[config.mk]
export PLATFORM = sky130hd
export DESIGN_NAME = alu_byte_seq
export DESIGN_NICKNAME = d
export VERILOG_FILES = /design/src/rtl/alu_byte_seq.sv
export SDC_FILE = /design/constraint.sdc
export NUM_CORES = 1
export LEC_CHECK = 0
export BUFFER_PORTS_ARGS = -buffer_cell sky130_fd_sc_hd__buf_2
export CAP_MARGIN = 40
export CORE_MARGIN = 8
export CORE_UTILIZATION = 30
export DETAILED_ROUTE_END_ITERATION = 10
export PLACE_DENSITY = 0.63
export SETUP_SLACK_MARGIN = 0.1
export SLEW_MARGIN = 30
export SYNTH_ARGS = -nofsm -noshare
export SYNTH_HDL_FRONTEND = slang
export SYNTH_SLANG_ARGS = --single-unit
[constraint.sdc]
create_clock -name clk -period 4.81 [get_ports clk]
set_input_delay 0.481 -clock clk [delete_from_list [all_inputs] [get_ports clk]]
set_output_delay 0.481 -clock clk [all_outputs]
set_load 0.01 [all_outputs]
[src/rtl/alu_byte_seq.sv]
// Multi-byte ALU sequencer: walks up to MAXB bytes of two operands through an
// external 8-bit ALU, least-significant byte first, chaining the carry.
module alu_byte_seq #(
    parameter int unsigned MAXB = 4
) (
    input  logic                 clk,
    input  logic                 rst,
    input  logic                 start,
    input  logic [8*MAXB-1:0]    op_a,
    input  logic [8*MAXB-1:0]    op_b,
    input  logic [2:0]           op_acode,
    input  logic [1:0]           op_len,
    input  logic                 op_cin,
    output logic [7:0]           alu_a,
    output logic [7:0]           alu_b,
    output logic [2:0]           alu_acode,
    output logic [1:0]           alu_scode,
    output logic                 alu_is_shift,
    output logic                 alu_carry_in,
    input  logic [7:0]           alu_r,
    input  logic                 alu_zero,
    input  logic                 alu_carry_out,
    output logic                 busy,
    output logic                 done,
    output logic                 err,
    output logic [8*MAXB-1:0]    result,
    output logic                 res_zero,
    output logic                 res_carry
);

    localparam logic [1:0] IDLE = 2'd0;
    localparam logic [1:0] EXEC = 2'd1;
    localparam logic [1:0] DONE = 2'd2;
    localparam logic [1:0] ERR  = 2'd3;

    logic [1:0]          state_q, state_d;
    logic [8*MAXB-1:0]   a_q, a_d;
    logic [8*MAXB-1:0]   b_q, b_d;
    logic [2:0]          acode_q, acode_d;
    logic [1:0]          len_q, len_d;
    logic                cin_q, cin_d;
    logic [1:0]          idx_q, idx_d;
    logic                carry_q, carry_d;
    logic                zero_q, zero_d;
    logic [8*MAXB-1:0]   result_q, result_d;
    logic                res_zero_q, res_zero_d;
    logic                res_carry_q, res_carry_d;
    logic                supported;
    logic [4:0]          bit_base;

    // Opcodes this sequencer knows how to chain: add, adc, and, or, xor.
    always_comb begin
        case (op_acode)
            3'b000, 3'b001, 3'b100, 3'b101, 3'b110: supported = 1'b1;
            default:                                supported = 1'b0;
        endcase
    end

    assign bit_base = {idx_q, 3'b000};

    // Next-state and datapath update.
    always_comb begin
        state_d     = state_q;
        a_d         = a_q;
        b_d         = b_q;
        acode_d     = acode_q;
        len_d       = len_q;
        cin_d       = cin_q;
        idx_d       = idx_q;
        carry_d     = carry_q;
        zero_d      = zero_q;
        result_d    = result_q;
        res_zero_d  = res_zero_q;
        res_carry_d = res_carry_q;
        case (state_q)
            IDLE, DONE: begin
                state_d = IDLE;
                if (start) begin
                    if (supported) begin
                        a_d         = op_a;
                        b_d         = op_b;
                        acode_d     = op_acode;
                        len_d       = op_len;
                        cin_d       = op_cin;
                        idx_d       = 2'd0;
                        carry_d     = 1'b0;
                        zero_d      = 1'b1;
                        result_d    = '0;
                        res_zero_d  = 1'b0;
                        res_carry_d = 1'b0;
                        state_d     = EXEC;
                    end else begin
                        // Rejected request leaves all latched state untouched.
                        state_d = ERR;
                    end
                end
            end
            EXEC: begin
                result_d[bit_base +: 8] = alu_r;
                carry_d                 = alu_carry_out;
                zero_d                  = zero_q & alu_zero;
                idx_d                   = idx_q + 2'd1;
                if (idx_q == len_q) begin
                    res_carry_d = alu_carry_out;
                    res_zero_d  = zero_q & alu_zero;
                    state_d     = DONE;
                end
            end
            default: begin
                state_d = IDLE;
            end
        endcase
    end

    // State registers with synchronous reset.
    always_ff @(posedge clk) begin
        if (rst) begin
            state_q     <= IDLE;
            a_q         <= '0;
            b_q         <= '0;
            acode_q     <= 3'b000;
            len_q       <= 2'd0;
            cin_q       <= 1'b0;
            idx_q       <= 2'd0;
            carry_q     <= 1'b0;
            zero_q      <= 1'b0;
            result_q    <= '0;
            res_zero_q  <= 1'b0;
            res_carry_q <= 1'b0;
        end else begin
            state_q     <= state_d;
            a_q         <= a_d;
            b_q         <= b_d;
            acode_q     <= acode_d;
            len_q       <= len_d;
            cin_q       <= cin_d;
            idx_q       <= idx_d;
            carry_q     <= carry_d;
            zero_q      <= zero_d;
            result_q    <= result_d;
            res_zero_q  <= res_zero_d;
            res_carry_q <= res_carry_d;
        end
    end

    // ALU drive: active only in EXEC; upper bytes of add chains become adc.
    always_comb begin
        alu_a        = 8'h00;
        alu_b        = 8'h00;
        alu_acode    = 3'b000;
        alu_scode    = 2'b00;
        alu_is_shift = 1'b0;
        alu_carry_in = 1'b0;
        if (state_q == EXEC) begin
            alu_a = a_q[bit_base +: 8];
            alu_b = b_q[bit_base +: 8];
            if (idx_q == 2'd0) begin
                alu_acode    = acode_q;
                alu_carry_in = cin_q;
            end else begin
                alu_acode    = (acode_q[2:1] == 2'b00) ? 3'b001 : acode_q;
                alu_carry_in = carry_q;
            end
        end
    end

    assign busy      = (state_q == EXEC);
    assign done      = (state_q == DONE);
    assign err       = (state_q == ERR);
    assign result    = result_q;
    assign res_zero  = res_zero_q;
    assign res_carry = res_carry_q;

endmodule

# Yosys cells after proc, flatten, opt, wreduce, memory -nomap -nowiden

Index checks and enable logic that the tools add are counted.

Memory bits (writable): 0
Input bits: 83
Bits in registers: 110
Output and inout bits: 60
Word-level logic and storage cells: 69
Memories: 0
Memory bits (read-only): 0
Latch bits: 0

Reduce and logical (&&, ||, !) cells: 10
Equal/unequal tests: 11
$mul: 0
Mux-type cells: 29
Magnitude comparators: 0
Shifts and indexed selects: 4
Bitwise logic cells: 1
Add/subtract/negate cells: 2
Divide/modulo/power cells: 0

Operators with widths:

| operator                                                               | count |
|---|---|
| 32-bit 2-to-1 mux                                                      | 2 |
| 32-bit case mux with 2 select lines                                    | 1 |
| 32-bit by 6-bit indexed part select with 8-bit output                  | 2 |
| 32-bit bitwise mux                                                     | 1 |
| 8-bit by 7-bit variable shift with 32-bit output, first input constant | 1 |
| 8-bit by 7-bit indexed part select with 32-bit output                  | 1 |
| 8-bit 2-to-1 mux                                                       | 2 |
| 2-bit 2-to-1 mux                                                       | 5 |
| 3-bit == test, second input constant                                   | 3 |
| 1-bit 2-to-1 mux                                                       | 9 |
| 3-bit 2-to-1 mux                                                       | 3 |
| 1-bit case mux with 2 select lines                                     | 4 |
| 2-bit case mux with 2 select lines                                     | 2 |
| 5-bit negator with 7-bit output                                        | 1 |
| 2-bit logical NOT                                                      | 3 |
| 3-bit AND reduction                                                    | 2 |
| 5-bit OR reduction                                                     | 1 |
| 2-bit == test, second input constant                                   | 2 |
| 2-bit != test, second input constant                                   | 2 |
| 4-bit AND reduction                                                    | 1 |
| 3-bit by 1-bit == test with 1-bit output, second input constant        | 1 |
| 3-bit logical NOT                                                      | 1 |
| 2-bit by 1-bit adder with 2-bit output, second input constant          | 1 |
| 2-bit by 1-bit == test with 1-bit output, second input constant        | 1 |
| 5 further kinds                                                        | 5 |

# Longest topological paths before layout

Depth after elaboration: 6
Mapped depth: 9
Depth with buffers taken out: 6

# Worst setup path before layout

Ideal clock, no wire load.

Path type: reg2out
From: reg idx_q[1]
To: out alu_acode[0]
Slack: 2.802 ns
Buffers on the path: 3
Cell stages (with the launch flop): 9
Data arrival time: 1.527 ns
Data required time: 4.329 ns
Path through: dfxtp_1 buf_2 buf_2 inv_1 ha_1 buf_2 nor3_1 nor2_1 nor2_1

Cells in the longest elaborated chain, start to end: 3

Ends and longest elaborated chain:

| item                   | RTL line | source |
|---|---|---|
| start, declared        | 42       | `logic [1:0] idx_q, idx_d;` |
| start signal, assigned | 137      | `idx_q <= idx_d;` |
| 2-bit logical NOT      | 157      | `if (idx_q == 2'd0) begin` |
| 3-bit 2-to-1 mux       | 157      |  |
| 3-bit 2-to-1 mux       | 154      | `if (state_q == EXEC) begin` |
| end, declared          | 16       | `output logic [2:0] alu_acode,` |

Every way passes these cells.

# Worst setup path after layout

From: reg state_q[1]
To: out alu_a[2]

Cells in the longest elaborated chain, start to end: 2

Ends and longest elaborated chain:

| item                                     | RTL line | source |
|---|---|---|
| start, declared                          | 36       | `logic [1:0] state_q, state_d;` |
| start signal, assigned                   | 131      | `state_q <= state_d;` |
| 2-bit by 1-bit == test with 1-bit output | 154      |  |
| 8-bit 2-to-1 mux                         | 154      |  |
| end, declared                            | 14       | `output logic [7:0] alu_a,` |

Every way passes these cells.

==> summary.md <==
The flow ran to the end, and the final reports show no timing, DRC or antenna violations. Across all layers, the routed design uses 4052 vias. The tools report the number of sinks handled by clock tree synthesis as 110. The total overflow reported by the global router came out at 0. Once the clock tree was built, the setup fixing pass inserted 0 buffers. After clock tree synthesis, the repair step resized 0 gates. For the total half-perimeter wirelength after legalization and detailed placement, the log shows 9.34 mm.

For this design the static power due to leakage is 2.32 nW. The run gives 0.00537 mm^2 as the area of placed instances. The worst register-to-register path has a setup slack of 2370 ps.

Effective utilization at floorplan: 0.304. Among all stages on the critical path, the largest delay is contributed by sky130_fd_sc_hd__clkinv_1. Number of optimization iterations in the first detailed-route pass: 4. The share of final-layout standard cells stronger than drive strength 1 works out to 0.280. The nature of the critical path startpoint was a register. Site row count: 45.

For this block, the routed nets add up to 13.3 mm of wire. After clock tree synthesis, the clock-pin slew on the worst setup and hold paths is 70 ps. The tools report the reported max-cap violation count as 0. The H-tree generated during clock tree synthesis spans 3 levels.

The I/O pin count was 143. The final core utilization is 0.377. IR analysis of the VDD net gives a maximum drop of 0.147 mV. The most used flip-flop cell after synthesis is sky130_fd_sc_hd__dfxtp_1.

Library cell used as clock root buffer: sky130_fd_sc_hd__clkbuf_16. The average routed wire per standard cell is 16.1 um, and the number of violations reported at the end of detailed-routing iteration 0 is 225. The critical path is of the reg -> out type. The number of slew-limit violations in the final report is 0.

For the max-slew headroom at the worst pin, the log shows 0.503. The horizontal die dimension works out to 140 um. Launch point of the worst reg-to-reg path: idx_q[0].

The logs give 3986 for the number of global-route vias before repair and 0.0195 mm^2 for the area of the die. In this run the worst path has a maximum fanout of 15. The average instance in the mapped netlist occupies 8.80 um^2. Setup violations remaining at the end of the flow were counted as 0.

The number of enable flip-flop cells after synthesis was 0. Sink of the worst hold path: b_q[1]. The first global-routing pass estimated 21.2 mm of wire. The cell count after synthesis was 520; the count of buffers inserted at the top-level ports was 139. The depth of the most critical reg-to-reg path works out to 6. Timing would allow up to 350 MHz. In this run the most critical hold path is launched from op_b[1]. The region available for standard cell placement spans 0.0150 mm^2. The worst stage delay on the critical path is 570 ps. Dividing total power by cell area gives a power density of 331 mW/mm^2. STA puts the critical path data required time at 4330 ps. The worst hold path passes through 3 cells. The logs give 2 for the buffer levels on the longest clock path and 372 ps for the worst hold slack after final layout. The count of warnings emitted by yosys came out at 0. The worst setup path is captured at an output port. The tightest min-delay check is of the in -> reg type.

The overall fraction of global-route tracks in use is 0.134, and the mapped cell area is 0.00458 mm^2. The register area share after synthesis is 0.481, and the period utilization is 0.595. The final critical-path required period is 2860 ps.

Entering global routing, the biggest net connects 70 pins. TritonCTS built the clock tree. The number of routed nets with antenna violations came out at 0. The signal on the critical path passes through nand2b_1 > clkinv_1 > buf_8 > and2_1 > buf_2. For the number of failing hold endpoints at the final stage, the log shows 0.

Timing startpoint of the critical path: state_q[1]. Setup repair after global routing left no endpoint under its margin. The cts-stage hold buffer count is 0, and the vertical extent of the die is 140 um.

At the pin with the least slew margin, the transition time is 739 ps. The tools report the initial antenna violation count as 0. For this run, design rule violations remaining after detail routing come to 0.

The post-synthesis async set-or-reset flop share was 0. The insertion delay of the later-clocked pin in the worst-skew pair was 340 ps; the signal arrival time at the worst endpoint was 2380 ps. The total negative setup slack was 0 ps; the ratio of routed vias to standard cells was 4.89. The logs give 34 for the number of library cell types mapped by synthesis and 724 for the final net count. With fillers left out, the area of the finished cells amounts to 0.00566 mm^2. The logs give 1570 for the layout filler cell count and 6.86 ps for the setup skew after layout.

The signed area change from the synthesized netlist to the final layout was 23.7%; the number of register bits inferred by synthesis was 110. The tools report the routability congestion estimate from global placement as 0.749. The tools report the reg-to-reg endpoint as result[5]. The number of clock buffers added by TritonCTS is 9.
## metal layers
layer  up-vias  part of all wire  global-route usage
li1       2018                 -                   -
met1      1909              0.45               0.169
met2       110              0.48               0.221
met3        15             0.060              0.0345
met4         0             0.015              0.0427
met5         -                 0                   0
## synth_stat cells (2+ instances only)
cell / count / share of area
sky130_fd_sc_hd__dfxtp_1: 110 / 0.48
sky130_fd_sc_hd__a32oi_1: 32 / 0.061
sky130_fd_sc_hd__inv_1: 2 / 0.0016
sky130_fd_sc_hd__a31oi_1: 2 / 0.0027
sky130_fd_sc_hd__mux4_2: 16 / 0.079
sky130_fd_sc_hd__and2_1: 19 / 0.026
sky130_fd_sc_hd__a21oi_1: 74 / 0.081
sky130_fd_sc_hd__nor3_1: 2 / 0.0022
sky130_fd_sc_hd__nand2b_1: 2 / 0.0027
sky130_fd_sc_hd__nor2_1: 38 / 0.031
sky130_fd_sc_hd__clkbuf_1: 21 / 0.017
sky130_fd_sc_hd__buf_2: 12 / 0.013
sky130_fd_sc_hd__buf_4: 8 / 0.013
sky130_fd_sc_hd__o21ai_0: 3 / 0.0033
sky130_fd_sc_hd__nor2b_1: 2 / 0.0027
sky130_fd_sc_hd__nand3b_1: 3 / 0.0049
sky130_fd_sc_hd__ha_1: 5 / 0.014
sky130_fd_sc_hd__nand2_1: 146 / 0.12
sky130_fd_sc_hd__nand3_1: 7 / 0.0077
sky130_fd_sc_hd__xnor2_1: 2 / 0.0038
## registers in the layout, summed over array words and instances, names as in the netlist
signal     cells
a_q           32
b_q           32
result        32
acode_q        3
idx_q          2
len_q          2
state_q        2
carry_q        1
cin_q          1
res_carry      1
res_zero       1
zero_q         1
## cell usage in the layout (no fill, tap or decap), types with 2 or more instances in the layout
cell                        synthesis  final
sky130_fd_sc_hd__nor2b_1            2      2
sky130_fd_sc_hd__nand3b_1           3      3
sky130_fd_sc_hd__and2_1            19     19
sky130_fd_sc_hd__conb_1             1      3
sky130_fd_sc_hd__mux4_2            16     16
sky130_fd_sc_hd__clkbuf_16          0      9
sky130_fd_sc_hd__clkbuf_1          21      5
sky130_fd_sc_hd__buf_2             12    138
sky130_fd_sc_hd__nand2b_1           2      2
sky130_fd_sc_hd__nand3_1            7      7
sky130_fd_sc_hd__dfxtp_1          110    109
sky130_fd_sc_hd__a21oi_1           74     74
sky130_fd_sc_hd__xnor2_1            2      2
sky130_fd_sc_hd__a32oi_1           32     32
sky130_fd_sc_hd__nor3_1             2      2
sky130_fd_sc_hd__ha_1               5      5
sky130_fd_sc_hd__o21ai_0            3      3
sky130_fd_sc_hd__nor2_1            38     38
sky130_fd_sc_hd__buf_4              8      4
sky130_fd_sc_hd__inv_1              2      2
sky130_fd_sc_hd__a31oi_1            2      2
sky130_fd_sc_hd__nand2_1          146    146
## worst max-delay path: cells and delay by family (launching register included)
family                 cells  cell delay, ps
flip-flops                 1             380
AND/OR/NAND/NOR            2             620
buffers and inverters      3            1040
## worst max path at each step
| stage | endpoint |
|---|---|
| after CTS | alu_acode[1] |
| final | alu_a[2] |
| after floorplan | alu_acode[0] |
| after detailed placement | result[5] |
| after global placement | alu_acode[1] |
| after global routing | alu_a[2] |
## final cells by class
class	instances	area (um^2)	share of cell area
flip-flops and latches	110	2200	0.389
multi-input cells	367	2180	0.384
repair buffers	145	783	0.138
clock buffers	14	244	0.0431
well taps	188	235	0.0415
inverters	3	11.3	0.00199
clock inverters	1	7.51	0.00133
diodes	1	2.50	0.000442
## power breakdown
group	internal [mW]	switching, mW	leakage (nW)
combinational	0.0961	0.136	1.31
clock	0.350	0.313	0.117
sequential	0.951	0.0265	0.896
total	1.40	0.476	2.32
## metrics by stage
stage	instances	worst slack [ps]	power, mW
after floorplan	522	2800	1.14
after global placement	810	2070	1.22
after detailed placement	811	2060	1.23
after CTS	826	1670	1.90
after global routing	828	1760	1.97
final	829	1950	1.87
## cell families (layout without fill, tap and decap cells)
| logic type | after synthesis | after routing | share of synthesized area |
|---|---|---|---|
| XOR/XNOR | 2 | 2 | 0.00383 |
| other | 1 | 4 | 0.000819 |
| AO/OA/AOI/OAI | 114 | 114 | 0.154 |
| adder cells (fa/ha/maj) | 5 | 5 | 0.0137 |
| flip-flops | 110 | 110 | 0.481 |
| AND/OR/NAND/NOR | 226 | 226 | 0.218 |
| buffers and inverters | 45 | 163 | 0.0484 |
| multiplexers | 17 | 17 | 0.0809 |
No activity file was read; power rests on OpenSTA's default activity.
